## src/rtl/cdb_arbiter_pkg.sv

```systemverilog
// -----------------------------------------------------------------------------
// cdb_arbiter_pkg
// Shared types for the common data bus (CDB) arbiter and its users.
//   cond_exception_t : CR0 / XER condition and exception bits carried with a result
//   cdb_entry_t      : one CDB broadcast entry (RS ID, GPR address, result, bits)
//   count_ones       : population count of an up-to-8-bit request vector
// -----------------------------------------------------------------------------
package cdb_arbiter_pkg;

  // RS IDs are stored at this fixed width; narrower IDs occupy the low bits.
  localparam int RS_ID_MAX_WIDTH = 8;

  typedef struct packed {
    logic lt;
    logic gt;
    logic eq;
    logic so;
    logic ov;
    logic ca;
  } cond_exception_t;

  typedef struct packed {
    logic [0:RS_ID_MAX_WIDTH-1] rs_id;
    logic [0:4]                 reg_addr;
    logic [0:31]                result;
    cond_exception_t            cr0_xer;
  } cdb_entry_t;

  function automatic int unsigned count_ones(input logic [7:0] v);
    int unsigned n;
    n = 32'd0;
    for (int i = 0; i < 8; i++) begin
      n = n + {31'd0, v[i]};
    end
    return n;
  endfunction

endpackage

```

## src/rtl/cdb_arbiter_rr.sv

```systemverilog
// -----------------------------------------------------------------------------
// rr_arbiter
// Purely combinational round-robin arbiter. The search begins at `pointer`
// and wraps N-1 -> 0; the first set request wins.
//   req     in  [N-1:0]          request bits, bit i = requester i
//   pointer in  [$clog2(N)-1:0]  highest-priority requester this cycle
//   grant   out [N-1:0]          one-hot grant (all zero when no request)
//   idx     out [$clog2(N)-1:0]  index of the granted requester (0 when none)
//   any     out                  at least one request is set
// -----------------------------------------------------------------------------
module rr_arbiter #(
  parameter int N = 4
) (
  input  logic [N-1:0]         req,
  input  logic [$clog2(N)-1:0] pointer,
  output logic [N-1:0]         grant,
  output logic [$clog2(N)-1:0] idx,
  output logic                 any
);

  localparam int W = $clog2(N);

  logic [W-1:0] cand_s;

  // Walk the requesters in rotated priority order and take the first one found.
  always_comb begin
    grant  = '0;
    idx    = '0;
    any    = 1'b0;
    cand_s = '0;
    for (int k = 0; k < N; k++) begin
      cand_s = W'((32'(pointer) + k) % N);
      if (!any && req[cand_s]) begin
        any           = 1'b1;
        grant[cand_s] = 1'b1;
        idx           = cand_s;
      end else begin
        any = any;
      end
    end
  end

endmodule

```

## src/rtl/cdb_arbiter.sv

```systemverilog
// -----------------------------------------------------------------------------
// cdb_arbiter
// Grants one execution-unit result per cycle, round-robin, into a single
// registered CDB output stage that feeds the reservation stations and commit.
//   clk, rst       clock; synchronous active-high reset
//   unit_valid     per-unit result available
//   unit_ready     per-unit result accepted this cycle (combinational)
//   unit_rs_id, unit_reg_addr, unit_result, unit_cr0_xer : per-unit payload
//   cdb_valid/cdb_ready : broadcast handshake
//   cdb_rs_id, cdb_reg_addr, cdb_result, cdb_cr0_xer, cdb_unit : broadcast payload
// Optional feature, macro CDB_PERF_CNT_EN: adds perf_grants (transfers) and
// perf_conflicts (load cycles with two or more requesters), both 32-bit wrapping.
// -----------------------------------------------------------------------------
module cdb_arbiter
  import cdb_arbiter_pkg::*;
#(
  parameter int UNITS       = 4,
  parameter int RS_ID_WIDTH = 5
) (
  input  logic                                  clk,
  input  logic                                  rst,
  input  logic [0:UNITS-1]                      unit_valid,
  output logic [0:UNITS-1]                      unit_ready,
  input  logic [0:UNITS-1][0:RS_ID_WIDTH-1]     unit_rs_id,
  input  logic [0:UNITS-1][0:4]                 unit_reg_addr,
  input  logic [0:UNITS-1][0:31]                unit_result,
  input  cond_exception_t [0:UNITS-1]           unit_cr0_xer,
  output logic                                  cdb_valid,
  input  logic                                  cdb_ready,
  output logic [0:RS_ID_WIDTH-1]                cdb_rs_id,
  output logic [0:4]                            cdb_reg_addr,
  output logic [0:31]                           cdb_result,
  output cond_exception_t                       cdb_cr0_xer,
  output logic [$clog2(UNITS)-1:0]              cdb_unit
`ifdef CDB_PERF_CNT_EN
  ,
  output logic [31:0]                           perf_grants,
  output logic [31:0]                           perf_conflicts
`endif
);

  localparam int IDX_W = $clog2(UNITS);

  logic [UNITS-1:0] req_s;
  logic [UNITS-1:0] grant_s;
  logic [IDX_W-1:0] win_idx_s;
  logic             any_s;
  logic             load_s;
  logic             xfer_s;

  logic             cdb_valid_q, cdb_valid_d;
  cdb_entry_t       entry_q, entry_d;
  logic [IDX_W-1:0] unit_q, unit_d;
  logic [IDX_W-1:0] ptr_q, ptr_d;

  // Re-index the ascending port vector so bit i of req_s is unit i.
  always_comb begin
    req_s = '0;
    for (int i = 0; i < UNITS; i++) begin
      req_s[i] = unit_valid[i];
    end
  end

  rr_arbiter #(.N(UNITS)) u_rr (
    .req     (req_s),
    .pointer (ptr_q),
    .grant   (grant_s),
    .idx     (win_idx_s),
    .any     (any_s)
  );

  // Load when the output stage is empty or draining; ready is withheld in reset.
  always_comb begin
    load_s     = !cdb_valid_q || cdb_ready;
    xfer_s     = load_s && any_s && !rst;
    unit_ready = '0;
    for (int i = 0; i < UNITS; i++) begin
      unit_ready[i] = grant_s[i] && load_s && !rst;
    end
  end

  // Next state of the output stage and round-robin pointer.
  always_comb begin
    cdb_valid_d = cdb_valid_q;
    entry_d     = entry_q;
    unit_d      = unit_q;
    ptr_d       = ptr_q;
    if (xfer_s) begin
      cdb_valid_d      = 1'b1;
      unit_d           = win_idx_s;
      entry_d.rs_id    = RS_ID_MAX_WIDTH'(unit_rs_id[win_idx_s]);
      entry_d.reg_addr = unit_reg_addr[win_idx_s];
      entry_d.result   = unit_result[win_idx_s];
      entry_d.cr0_xer  = unit_cr0_xer[win_idx_s];
      if (win_idx_s == IDX_W'(UNITS - 1)) begin
        ptr_d = '0;
      end else begin
        ptr_d = win_idx_s + IDX_W'(1);
      end
    end else if (load_s) begin
      // Drained (or already empty) with nothing new to load.
      cdb_valid_d = 1'b0;
    end else begin
      cdb_valid_d = cdb_valid_q;
    end
  end

  // Output stage and pointer registers.
  always_ff @(posedge clk) begin
    if (rst) begin
      cdb_valid_q <= 1'b0;
      entry_q     <= '0;
      unit_q      <= '0;
      ptr_q       <= '0;
    end else begin
      cdb_valid_q <= cdb_valid_d;
      entry_q     <= entry_d;
      unit_q      <= unit_d;
      ptr_q       <= ptr_d;
    end
  end

  assign cdb_valid    = cdb_valid_q;
  assign cdb_rs_id    = RS_ID_WIDTH'(entry_q.rs_id);
  assign cdb_reg_addr = entry_q.reg_addr;
  assign cdb_result   = entry_q.result;
  assign cdb_cr0_xer  = entry_q.cr0_xer;
  assign cdb_unit     = unit_q;

`ifdef CDB_PERF_CNT_EN
  logic [31:0] perf_grants_q, perf_grants_d;
  logic [31:0] perf_conflicts_q, perf_conflicts_d;
  logic        conflict_s;

  // Event counters; both wrap naturally at 2^32.
  always_comb begin
    conflict_s       = load_s && !rst && (count_ones(8'(req_s)) >= 32'd2);
    perf_grants_d    = perf_grants_q + (xfer_s ? 32'd1 : 32'd0);
    perf_conflicts_d = perf_conflicts_q + (conflict_s ? 32'd1 : 32'd0);
  end

  // Counter registers.
  always_ff @(posedge clk) begin
    if (rst) begin
      perf_grants_q    <= 32'd0;
      perf_conflicts_q <= 32'd0;
    end else begin
      perf_grants_q    <= perf_grants_d;
      perf_conflicts_q <= perf_conflicts_d;
    end
  end

  assign perf_grants    = perf_grants_q;
  assign perf_conflicts = perf_conflicts_q;
`endif

endmodule

```

## config.mk

```make
export PLATFORM = sky130hd
export DESIGN_NAME = cdb_arbiter
export DESIGN_NICKNAME = d
export VERILOG_FILES = /design/src/rtl/cdb_arbiter_pkg.sv /design/src/rtl/cdb_arbiter_rr.sv /design/src/rtl/cdb_arbiter.sv
export SDC_FILE = /design/constraint.sdc
export NUM_CORES = 1
export LEC_CHECK = 0
export BUFFER_PORTS_ARGS = -buffer_cell sky130_fd_sc_hd__buf_2
export CAP_MARGIN = 40
export CORE_AREA = 2 2 99 101
export DETAILED_ROUTE_END_ITERATION = 7
export DIE_AREA = 0 0 101 103
export PLACE_DENSITY = 0.72
export SLEW_MARGIN = 20
export SYNTH_ARGS = -nofsm -noshare
export SYNTH_HDL_FRONTEND = slang
export SYNTH_HIERARCHICAL = 1
export SYNTH_SLANG_ARGS = --single-unit
```

## constraint.sdc

```tcl
create_clock -name clk -period 3.7 [get_ports clk]
set_clock_uncertainty 0.15 [all_clocks]
set_input_delay 0.37 -clock clk [delete_from_list [all_inputs] [get_ports clk]]
set_output_delay 0.37 -clock clk [all_outputs]
set_load 0.01 [all_outputs]
```

==> metrics <==
Final Setup Violations 0; min Tclk post-route approximately 3.3 ns; post-synthesis mux area share approximately 37%; non-filler cells, final between 500 and 600; Top delay family on crit path multiplexers; Tot GR Track Use a little under a fifth; pwr dens about 810 mW/mm2; Slew HR ~53%; post-synthesis simple-gate area fraction under 10%; Routed WL per cell about 17 um; die area around 0.010 mm2; Clock Sinks 53; Antenna diodes 0; total iterations of the first detailed-routing run 4; IO buf count ~250; first-pass GRT wire length between 15000 and 20000 um; top post-synthesis cells by area mux4_2 (34%), dfxtp_1 (32%), a22o_1 (13%), buf_6 (2.4%), ha_1 (2.3%); r2r worst-path depth 9; most common cell after layout, fill and taps aside buf_2; Hold Fails Final Rpt 0; Post-CTS Hold Fix Bufs 0; Longest Clk Path Bufs 2; NumNets Final just under 700; initial DRC count 65; CP max FO 22; crit path capture cdb_result[26]$_SDFFE_PP0P_; Critical Path RT 3.76 ns; adder-cell share of the synthesized area around 2.3%; FMAX roughly 0.31 GHz; HPWL Detailed ~8300 um; DRC 0; WP buf/inv 2; PostCTS Resize Cnt 0; Syn-to-layout area delta 43.7%; main combinational cell family by area after synthesis multiplexers; TNS Setup 0 ns; Yosys reg bits 53; Finished Cell Area 0.00470 mm2; post-route clock period utilization between 80 and 90%; DR vias ~3200; clk root buf clkbuf_8; die height 103 um; ys async rst share 0%; worst hold path type in2reg; layout cell share with drive strength beyond 1 approximately two thirds; post-synthesis compound-gate area fraction a little under a fifth; ys flop type dfxtp_1; Inst Count DP approximately 590; Crit path largest cell delay approximately 0.56 ns; CTS tree done; area of the core about 0.0095 mm2; post-synthesis cell type count 34; CP dominant cell by count mux4_2; fin util about half; cell depth of the worst setup path 9; num ports approximately 250; r2r setup slk approximately 0.42 ns; die width between 100 and 150 um; H-tree depth 2; critical path class reg2reg; most frequent cells in the layout buf_2 (253), dfxtp_1 (53), mux4_2 (50); total global routing overflow 0; Yosys top cell by area mux4_2; area post-placement ~0.0046 mm2; Peak VDD IR 354 uV; post-synthesis instance total 240; initial antenna violation count 0; Worst EP arrival roughly 3.3 ns; syn_area_per_cell 13.6 um2; CP Capture Type flop; vias in the first global route between 3000 and 4000; post-route ant nets 0; CP startpoint kind flop; Static Leakage about 2.3 nW; WL final 10300 um; clk slew on worst S/H paths around 0.10 ns; Critical R2R Launch ptr_q[1]$_SDFFE_PP0P_; Slew @ Worst Pin 0.698 ns; RSZ-0062 raised after global routing false; max-cap violations 0; top cell type's share of synthesized area 34.4%; status finished clean; Initial Util 34.6%; Setup crit start ptr_q[1]$_SDFFE_PP0P_; number of cell rows 36; Min-Delay Path Depth 2; Cell Chain, Critical Path inv_1 > ha_1 > mux4_2 > and2b_2 > o21ai_0 > o31ai_4 > buf_4 > mux4_2 > a22o_1; Syn Nets about 450; Post-CTS Setup Inserts 0; post-synthesis sequential area ratio between 30% and 40%; Post-synth EDFFs 0; worst hold slack between 0.2 and 0.25 ns; count of pins over their slew limit 0; Cell Area, Synth roughly 0.0033 mm2; clk_lat worst skew a little under 0.3 ns; Ys Warns 6; Reg-to-Reg End cdb_result[26]$_SDFFE_PP0P_; largest net degree at the start of global routing 32; TritonCTS buffer count 5; Placer Congestion between 0.8 and 0.9; post-synthesis xor/xnor area fraction 0%; Vias/cell approximately 5.4; critical path's slowest cell mux4_2
cells in the mapped netlist, types with 2 or more instances:
cell type  count
clkbuf_1       6
mux4_1         2
mux4_2        50
ha_1           6
buf_6          7
o21ai_0        9
dfxtp_1       53
nand3_1        3
inv_1          4
a22o_1        48
nor2_1         3
a21oi_1        7
mux2_2         2
buf_2          8
a22oi_1        8
buf_1          2
nand2b_1       2
and2_1         4
cells by family after synthesis:
kind of cell | Yosys count
AO/OA/AOI/OAI | 76
multiplexers | 55
flip-flops | 53
buffers and inverters | 30
AND/OR/NAND/NOR | 20
adder cells (fa/ha/maj) | 6
metrics by stage:
step	worst slack (ns)	power, W
floorplan	0.592	0.00290
global placement	0.480	0.00347
detailed placement	0.416	0.00354
CTS	0.398	0.00387
global route	0.265	0.00412
finish	0.424	0.00381
registers in the layout, indices dropped and copies added, names as in the netlist:
signal	flops
cdb_cr0_xer	6
cdb_reg_addr	5
cdb_result	32
cdb_rs_id	5
cdb_unit	2
cdb_valid	1
ptr_q	2
how the worst min path moves through the flow:
stage,startpoint,endpoint,slack [ns]
finish,rst,cdb_unit[1]$_SDFFE_PP0P_,0.23
global placement,cdb_result[28]$_SDFFE_PP0P_,cdb_result[28]$_SDFFE_PP0P_,0.31
detailed placement,cdb_result[17]$_SDFFE_PP0P_,cdb_result[17]$_SDFFE_PP0P_,0.31
floorplan,ptr_q[0]$_SDFFE_PP0P_,ptr_q[0]$_SDFFE_PP0P_,0.35
global route,rst,cdb_unit[1]$_SDFFE_PP0P_,0.25
CTS,rst,cdb_unit[1]$_SDFFE_PP0P_,0.22
layout make-up:
type,instances,area [um2]
inverter,5,18.8
multi-input combinational,157,2050
timing repair buffer,262,1350
fill,874,4760
sequential,53,1060
tap,114,143
clock inverter,1,7.51
clock buffer,7,76.3
routing by layer:
metal	up-vias	GRT usage, %	routed length [um]
met4	0	4.68	173
met1	1552	20.4	3800
met2	167	35.3	5400
li1	1501	-	-
met3	15	4.20	904
met5	-	0	0
report_power, final:
| group | switching, W | total [W] | internal (W) |
|---|---|---|---|
| logic | 0.00113 | 0.00247 | 0.00134 |
| registers | 0.000152 | 0.00102 | 0.000866 |
| clock network | 0.000192 | 0.000327 | 0.000135 |
No activity file was read; power rests on OpenSTA's default activity.
